## src/rtl/des_key_schedule.sv

```systemverilog
// des_key_schedule: sequential DES round-subkey generator fed by PC-1.
// Loads C/D from the PC-1 output, then on each consumer handshake rotates
// C and D (left for encrypt, right for decrypt) and presents PC-2(C||D)
// as the next 48-bit round subkey. Outputs depend only on registered
// state, so subkey_ready never reaches an output combinationally.
module des_key_schedule (
    input  logic        clk,
    input  logic        rst,
    input  logic [1:56] pc1_key,
    input  logic        decrypt,
    input  logic        start,
    output logic        busy,
    output logic [1:48] subkey,
    output logic        subkey_valid,
    input  logic        subkey_ready,
    output logic [3:0]  round,
    output logic        done
);

    typedef enum logic {
        IDLE = 1'b0,
        RUN  = 1'b1
    } state_t;

    state_t      state_q, state_d;
    logic [1:28] c_q, c_d;
    logic [1:28] d_q, d_d;
    logic [3:0]  n_q, n_d;      // issue counter: subkeys already handed over
    logic        dec_q, dec_d;  // direction captured at start
    logic        done_q, done_d;
    logic        handshake;
    logic        shift_two;
    logic [1:48] pc2_out;

    // 28-bit rotate toward bit 1 (DES "left shift") by one or two places.
    function automatic logic [1:28] rot_left(input logic [1:28] x, input logic by_two);
        return by_two ? {x[3:28], x[1:2]} : {x[2:28], x[1]};
    endfunction

    // 28-bit rotate toward bit 28 by one or two places (decrypt direction).
    function automatic logic [1:28] rot_right(input logic [1:28] x, input logic by_two);
        return by_two ? {x[27:28], x[1:26]} : {x[28], x[1:27]};
    endfunction

    // PC-2: selects 48 of the 56 C||D bits; indices are DES bit numbers.
    function automatic logic [1:48] pc2(input logic [1:56] cd);
        return {cd[14], cd[17], cd[11], cd[24], cd[1],  cd[5],
                cd[3],  cd[28], cd[15], cd[6],  cd[21], cd[10],
                cd[23], cd[19], cd[12], cd[4],  cd[26], cd[8],
                cd[16], cd[7],  cd[27], cd[20], cd[13], cd[2],
                cd[41], cd[52], cd[31], cd[37], cd[47], cd[55],
                cd[30], cd[40], cd[51], cd[45], cd[33], cd[48],
                cd[44], cd[49], cd[39], cd[56], cd[34], cd[53],
                cd[46], cd[42], cd[50], cd[36], cd[29], cd[32]};
    endfunction

    assign handshake = (state_q == RUN) && subkey_ready;

    // Handshake n rotates by shift[n+2] when encrypting and by shift[16-n]
    // when decrypting. Both land on a one-place shift exactly at n = 0, 7,
    // 14 and 15. The encrypt entry at n = 15 uses shift[1], so the total
    // over a run is 28 and C/D finish back at their loaded values.
    assign shift_two = !((n_q == 4'd0) || (n_q == 4'd7) ||
                         (n_q == 4'd14) || (n_q == 4'd15));

    assign pc2_out = pc2({c_q, d_q});

    // Registered-state-only outputs; subkey is zeroed when not valid.
    assign busy         = (state_q == RUN);
    assign subkey_valid = (state_q == RUN);
    assign subkey       = (state_q == RUN) ? pc2_out : '0;
    assign round        = dec_q ? (4'd15 - n_q) : n_q;
    assign done         = done_q;

    // Next-state logic: load on start in IDLE, rotate and count on handshake in RUN.
    always_comb begin
        // NOTE: every signal gets a default first so no path leaves it unassigned (no latch).
        state_d = state_q;
        c_d     = c_q;
        d_d     = d_q;
        n_d     = n_q;
        dec_d   = dec_q;
        done_d  = 1'b0;

        unique case (state_q)
            IDLE: begin
                if (start) begin
                    // Encrypt presents K1, so the load already applies shift[1] = 1.
                    // Decrypt presents K16, whose C16/D16 equal C0/D0.
                    if (decrypt) begin
                        c_d = pc1_key[1:28];
                        d_d = pc1_key[29:56];
                    end else begin
                        c_d = rot_left(pc1_key[1:28], 1'b0);
                        d_d = rot_left(pc1_key[29:56], 1'b0);
                    end
                    dec_d   = decrypt;
                    n_d     = 4'd0;
                    state_d = RUN;
                end
            end

            RUN: begin
                if (handshake) begin
                    if (dec_q) begin
                        c_d = rot_right(c_q, shift_two);
                        d_d = rot_right(d_q, shift_two);
                    end else begin
                        c_d = rot_left(c_q, shift_two);
                        d_d = rot_left(d_q, shift_two);
                    end
                    n_d = n_q + 4'd1;
                    if (n_q == 4'd15) begin
                        state_d = IDLE;
                        done_d  = 1'b1;
                    end
                end
            end

            default: state_d = IDLE;
        endcase
    end

    // State register with synchronous active-high reset.
    always_ff @(posedge clk) begin
        // NOTE: sequential state uses non-blocking assignments so every register samples pre-edge values.
        if (rst) begin
            state_q <= IDLE;
            c_q     <= '0;
            d_q     <= '0;
            n_q     <= 4'd0;
            dec_q   <= 1'b0;
            done_q  <= 1'b0;
        end else begin
            state_q <= state_d;
            c_q     <= c_d;
            d_q     <= d_d;
            n_q     <= n_d;
            dec_q   <= dec_d;
            done_q  <= done_d;
        end
    end

endmodule

```

## config.mk

```make
export PLATFORM = sky130hd
export DESIGN_NAME = des_key_schedule
export DESIGN_NICKNAME = d
export VERILOG_FILES = /design/src/rtl/des_key_schedule.sv
export SDC_FILE = /design/constraint.sdc
export NUM_CORES = 1
export LEC_CHECK = 0
export CAP_MARGIN = 30
export CORE_ASPECT_RATIO = 1.25
export CORE_MARGIN = 2
export CORE_UTILIZATION = 30
export CTS_BUF_LIST = sky130_fd_sc_hd__clkbuf_8
export CTS_CLUSTER_SIZE = 8
export DETAILED_ROUTE_END_ITERATION = 7
export PLACE_DENSITY_LB_ADDON = 0.1
export SYNTH_ARGS = -nofsm -noshare
export SYNTH_HDL_FRONTEND = slang
export SYNTH_SLANG_ARGS = --single-unit
```

## constraint.sdc

```tcl
create_clock -name clk -period 4.8 [get_ports clk]
set_input_delay 0.96 -clock clk [delete_from_list [all_inputs] [get_ports clk]]
set_output_delay 0.96 -clock clk [all_outputs]
set_load 0.05 [all_outputs]
```

# Word-level counts from Yosys, hierarchy flattened
# Index checks and enable logic that the tools add are counted.
# totals
ff_bits,63
latch_bits,0
ramBits,0
romBits,0
memories,0
# op_classes
add_sub_neg,2
n_mul,0
n_div,0
order_cmp,0
n_eq_ne,5
shifts,0
n_mux,24
n_bitwise,2
reduce_logical,8
# op_table
operator,n
two-way mux 28 bit,12
one-hot mux 28 bit (2 select lines),2
two-way mux 48 bit,1
two-way mux 4 bit,3
equality test 4 bit (second input constant),2
one-hot mux 4 bit (2 select lines),1
adder 4 x 1 -> 4 bit (second input constant),1
equality test 4 x 3 -> 1 bit (second input constant),1
logical NOT 4 bit,1
two-way mux 1 bit,4
AND reduction 2 bit,2
subtractor 4 bit (first input constant),1
logical OR 1 bit,3
OR reduction 3 bit,1
inequality test 2 x 1 -> 1 bit (second input constant),1
inequality test 2 bit (second input constant),1
NOT 1 bit,2
one-hot mux 1 bit (2 select lines),1
logical AND 1 bit,1

# Logic depth before layout (Yosys ltp)
# logic_depth
ltp_word,8
depth_mapped,8

# Worst setup path before layout
# No wires, ideal clock.
# synth_path
path_kind,reg2out
start,register state_q (netlist: busy)
end,output subkey[10] in the netlist's numbering
arrival_time_ns,1.672
required_ns,3.840
setup_slack_ns,2.168
path_stages_with_launch,4
n_path_buf,2
path_cell_list,dfxtp_1 -> clkbuf_1 -> clkbuf_1 -> and2_1
# synth_between
elab_chain_cells,1
# synth_rtl
element,line_no,rtl
"start, declared",25,"state_t state_q, state_d;"
"start signal, assigned",135,state_q <= state_d;
two-way mux 48 bit,71,assign subkey = (state_q == RUN) ? pc2_out : '0;
"end, declared",13,"output logic [1:48] subkey,"
# No other way between the ends.

# Worst setup path in the final report
# layout_path
start,register state_q (netlist: busy)
end,output subkey[31] in the netlist's numbering
# The elaborated chain is that of the path after synthesis.

==> impl_metrics.env <==
export IMPL_outcome="finished clean"
export IMPL_worstSetupStartpointType="flop"
export IMPL_initial_core_util_pct=30.33
export IMPL_cts_tree="done"
export IMPL_reg2reg_from="n_q[0]$_SDFFE_PP0P_"
export IMPL_h_tree_depth=3
export IMPL_cts_buffers=9
export IMPL_drt_iter0_markers=274
export IMPL_synth_warning_count=0
export IMPL_wl_per_cell_um=18.07
export IMPL_rsz0062_at_grt="no"
export IMPL_drive_above_1_share_pct=16.87
export IMPL_synth_area_leaders="dfxtp_1 (25%), mux2i_1 (22%), mux2_2 (13%), o221ai_1 (8.5%), a22oi_1 (8.3%)"
export IMPL_switchingPower_uw=506.2
export IMPL_cts_root_buffer="clkbuf_8"
export IMPL_grt_pass1_vias=4370
export IMPL_grt_max_degree=62
export IMPL_clkTransAtPathRegs_ns=0.07
export IMPL_die_area_mm2=0.01789
export IMPL_drt_pass1_iterations=4
export IMPL_clock_sinks=63
export IMPL_drv_cap=0
export IMPL_crit_path_start="busy$_SDFF_PP0_"
export IMPL_die_y_um=149.0
export IMPL_place_area_mm2=0.006065
export IMPL_worstSetupPathType="flop to output pin"
export IMPL_arrival_ns=2.16
export IMPL_setup_viol=0
export IMPL_clock_fmax_ghz=0.3204
export IMPL_fin_worst_skew_ns=0.009523
export IMPL_p_sw_share_pct=32.58
export IMPL_ios=116
export IMPL_p_comb_share_pct=27.8
export IMPL_tightestPinTransition_ns=1.030
export IMPL_pwr_share_clk_pct=32.3
export IMPL_synth_edff_count=0
export IMPL_synthCells=485
export IMPL_antenna_found_initial=0
export IMPL_synth_area_mm2=0.005049
export IMPL_ys_async_sr_fraction_pct=0
export IMPL_final_area_mm2=0.006294
export IMPL_crit_path_max_fanout=48
export IMPL_hold_buffers=0
export IMPL_core_area_mm2=0.01664
export IMPL_ys_seq_area_share_pct=24.98
export IMPL_layout_setup_ws_ns=1.679
export IMPL_grt_pass1_wl_mm=22.57
export IMPL_drc_errors=0
export IMPL_grt_overflow=0
export IMPL_power_leakage_nw=2.015
export IMPL_gp_congestion=0.7560
export IMPL_pwr_share_seq_pct=39.9
export IMPL_slew_viol_final=0
export IMPL_hp_start="n_q[3]$_SDFFE_PP0P_"
export IMPL_clockBufferDepth=2
export IMPL_cts_resized=0
export IMPL_rows=53
export IMPL_hold_viol=0
export IMPL_port_buffer_count=115
export IMPL_powerDensity_mw_per_mm2=246.8
export IMPL_peakVddDrop_v=0.00009888
export IMPL_placedCellCount=778
export IMPL_synth_top_cell_area_share_pct=24.98
export IMPL_fin_crit_ns=3.121
export IMPL_fin_nets=634
export IMPL_setup_tns_ns=0
export IMPL_syn_num_nets=549
export IMPL_area_growth_pct=24.66
export IMPL_die_w_um=120.0
export IMPL_period_share_pct=65.02
export IMPL_synth_top_cell_by_area="dfxtp_1"
export IMPL_totalWireLength_mm=14.36
export IMPL_via_per_inst=5.322
export IMPL_post_cts_buffers=0
export IMPL_hpwl_mm=9.517
export IMPL_p_int_mw=1.047
export IMPL_synth_cell_type_count=34
export IMPL_fin_util_pct=37.81
export IMPL_place_worst_setup_slack_ns=1.557
export IMPL_diodes=0
export IMPL_synth_top_flop_cell="dfxtp_1"
export IMPL_required_ns=3.84
export IMPL_relSlewSlack_pct=31.33
export IMPL_ys_seq_elements=63
export IMPL_min_path_type="flop to flop"
export IMPL_clkLatencyLatePin_ns=0.36
export IMPL_cp_end_kind="output pin"
export IMPL_vias=4231
export IMPL_final_antenna_net_count=0
export IMPL_finalNonFillerCells=795
export IMPL_grt_usage_pct=15.68
export IMPL_syn_avg_cell_area_um2=10.41
-- state kept, by name (all words and copies together), names as in the netlist --
register,cells
busy,1
d_q,28
c_q,28
done,1
n_q,4
dec_q,1
-- layout by cell type, fill, tap and decap left out, drive strengths merged, types with 2 or more instances in the layout --
master	count
clkinv	2
dfxtp	63
a21oi	3
clkdlybuf4s50	114
a22oi	57
nand2	3
inv	3
clkbuf	12
nor2	7
nand3	2
and2	48
mux2	57
ha	3
nor2b	3
o221ai	56
buf	12
mux2i	113
xor2	4
nor3	4
-- power groups by stage --
stage               registers (mW)  logic, mW  clock network (mW)
floorplan                    0.610      0.335                   0
CTS                          0.627      0.426               0.514
global route                 0.627      0.464               0.532
global placement             0.638      0.422                   0
finish                       0.620      0.432               0.501
detailed placement           0.639      0.423                   0
-- routing by layer --
layer	routed length [um]	global-route usage (%)	vias up
met3	668	2.485	11
met1	6441	19.14	2031
met4	189	5.118	0
li1	-	-	2072
met5	0	0	-
met2	7063	27.95	117
-- path summary, 6_finish.rpt --
check | end | slack (ns) | depth (start not counted)
setup / recovery | subkey[31] | 1.68 | 3
hold / removal | done$_SDFF_PP0_ | 0.58 | 2
setup reg to reg | c_q[15]$_SDFFE_PP0P_ | 2.00 | 7
hold reg to reg | done$_SDFF_PP0_ | 0.58 | 2
-- synth_stat cells (all sizes together) (2+ instances only) --
cell type	count
and2	48
nor3	4
o221ai	56
nand2	3
bufbuf	3
mux2i	113
inv	2
buf	28
nor2	7
a22oi	57
nor2b	3
ha	3
mux2	57
a21oi	3
clkbuf	20
xor2	4
nand3	2
dfxtp	63
-- cell type report --
type,count,area (um^2)
Clock inverter,4,43.79
Multi-Input combinational cell,368,3298
Inverter,2,7.507
Timing Repair Buffer,126,1241
Tap cell,220,275.3
Sequential cell,63,1262
Fill cell,1671,10350
Clock buffer,12,165.2
-- kinds of logic (layout without fill, tap and decap cells) --
| kind of cell | Yosys count | count (layout) | synth area share, % |
|---|---|---|---|
| AO/OA/AOI/OAI | 121 | 121 | 20.30 |
| XOR/XNOR | 4 | 4 | 0.6939 |
| adder cells (fa/ha/maj) | 3 | 3 | 0.7436 |
| buffers and inverters | 54 | 144 | 10.06 |
| flip-flops | 63 | 63 | 24.98 |
| multiplexers | 170 | 170 | 35.12 |
| AND/OR/NAND/NOR | 70 | 70 | 8.104 |
-- critical path, stage by stage, from the launching register on --
cell and delay (ns):
dfxtp_2 0.50, buf_12 0.25, and2_1 0.20, clkdlybuf4s50_1 0.83
-- through the flow --
step | total power [mW] | hold slack (ns)
final | 1.554 | 0.5842
after global placement | 1.061 | 0.5673
after CTS | 1.566 | 0.5841
after floorplan | 0.9453 | 0.5080
after global routing | 1.624 | 0.6191
after detailed placement | 1.062 | 0.5655
Power figures use the tool's default switching activity.
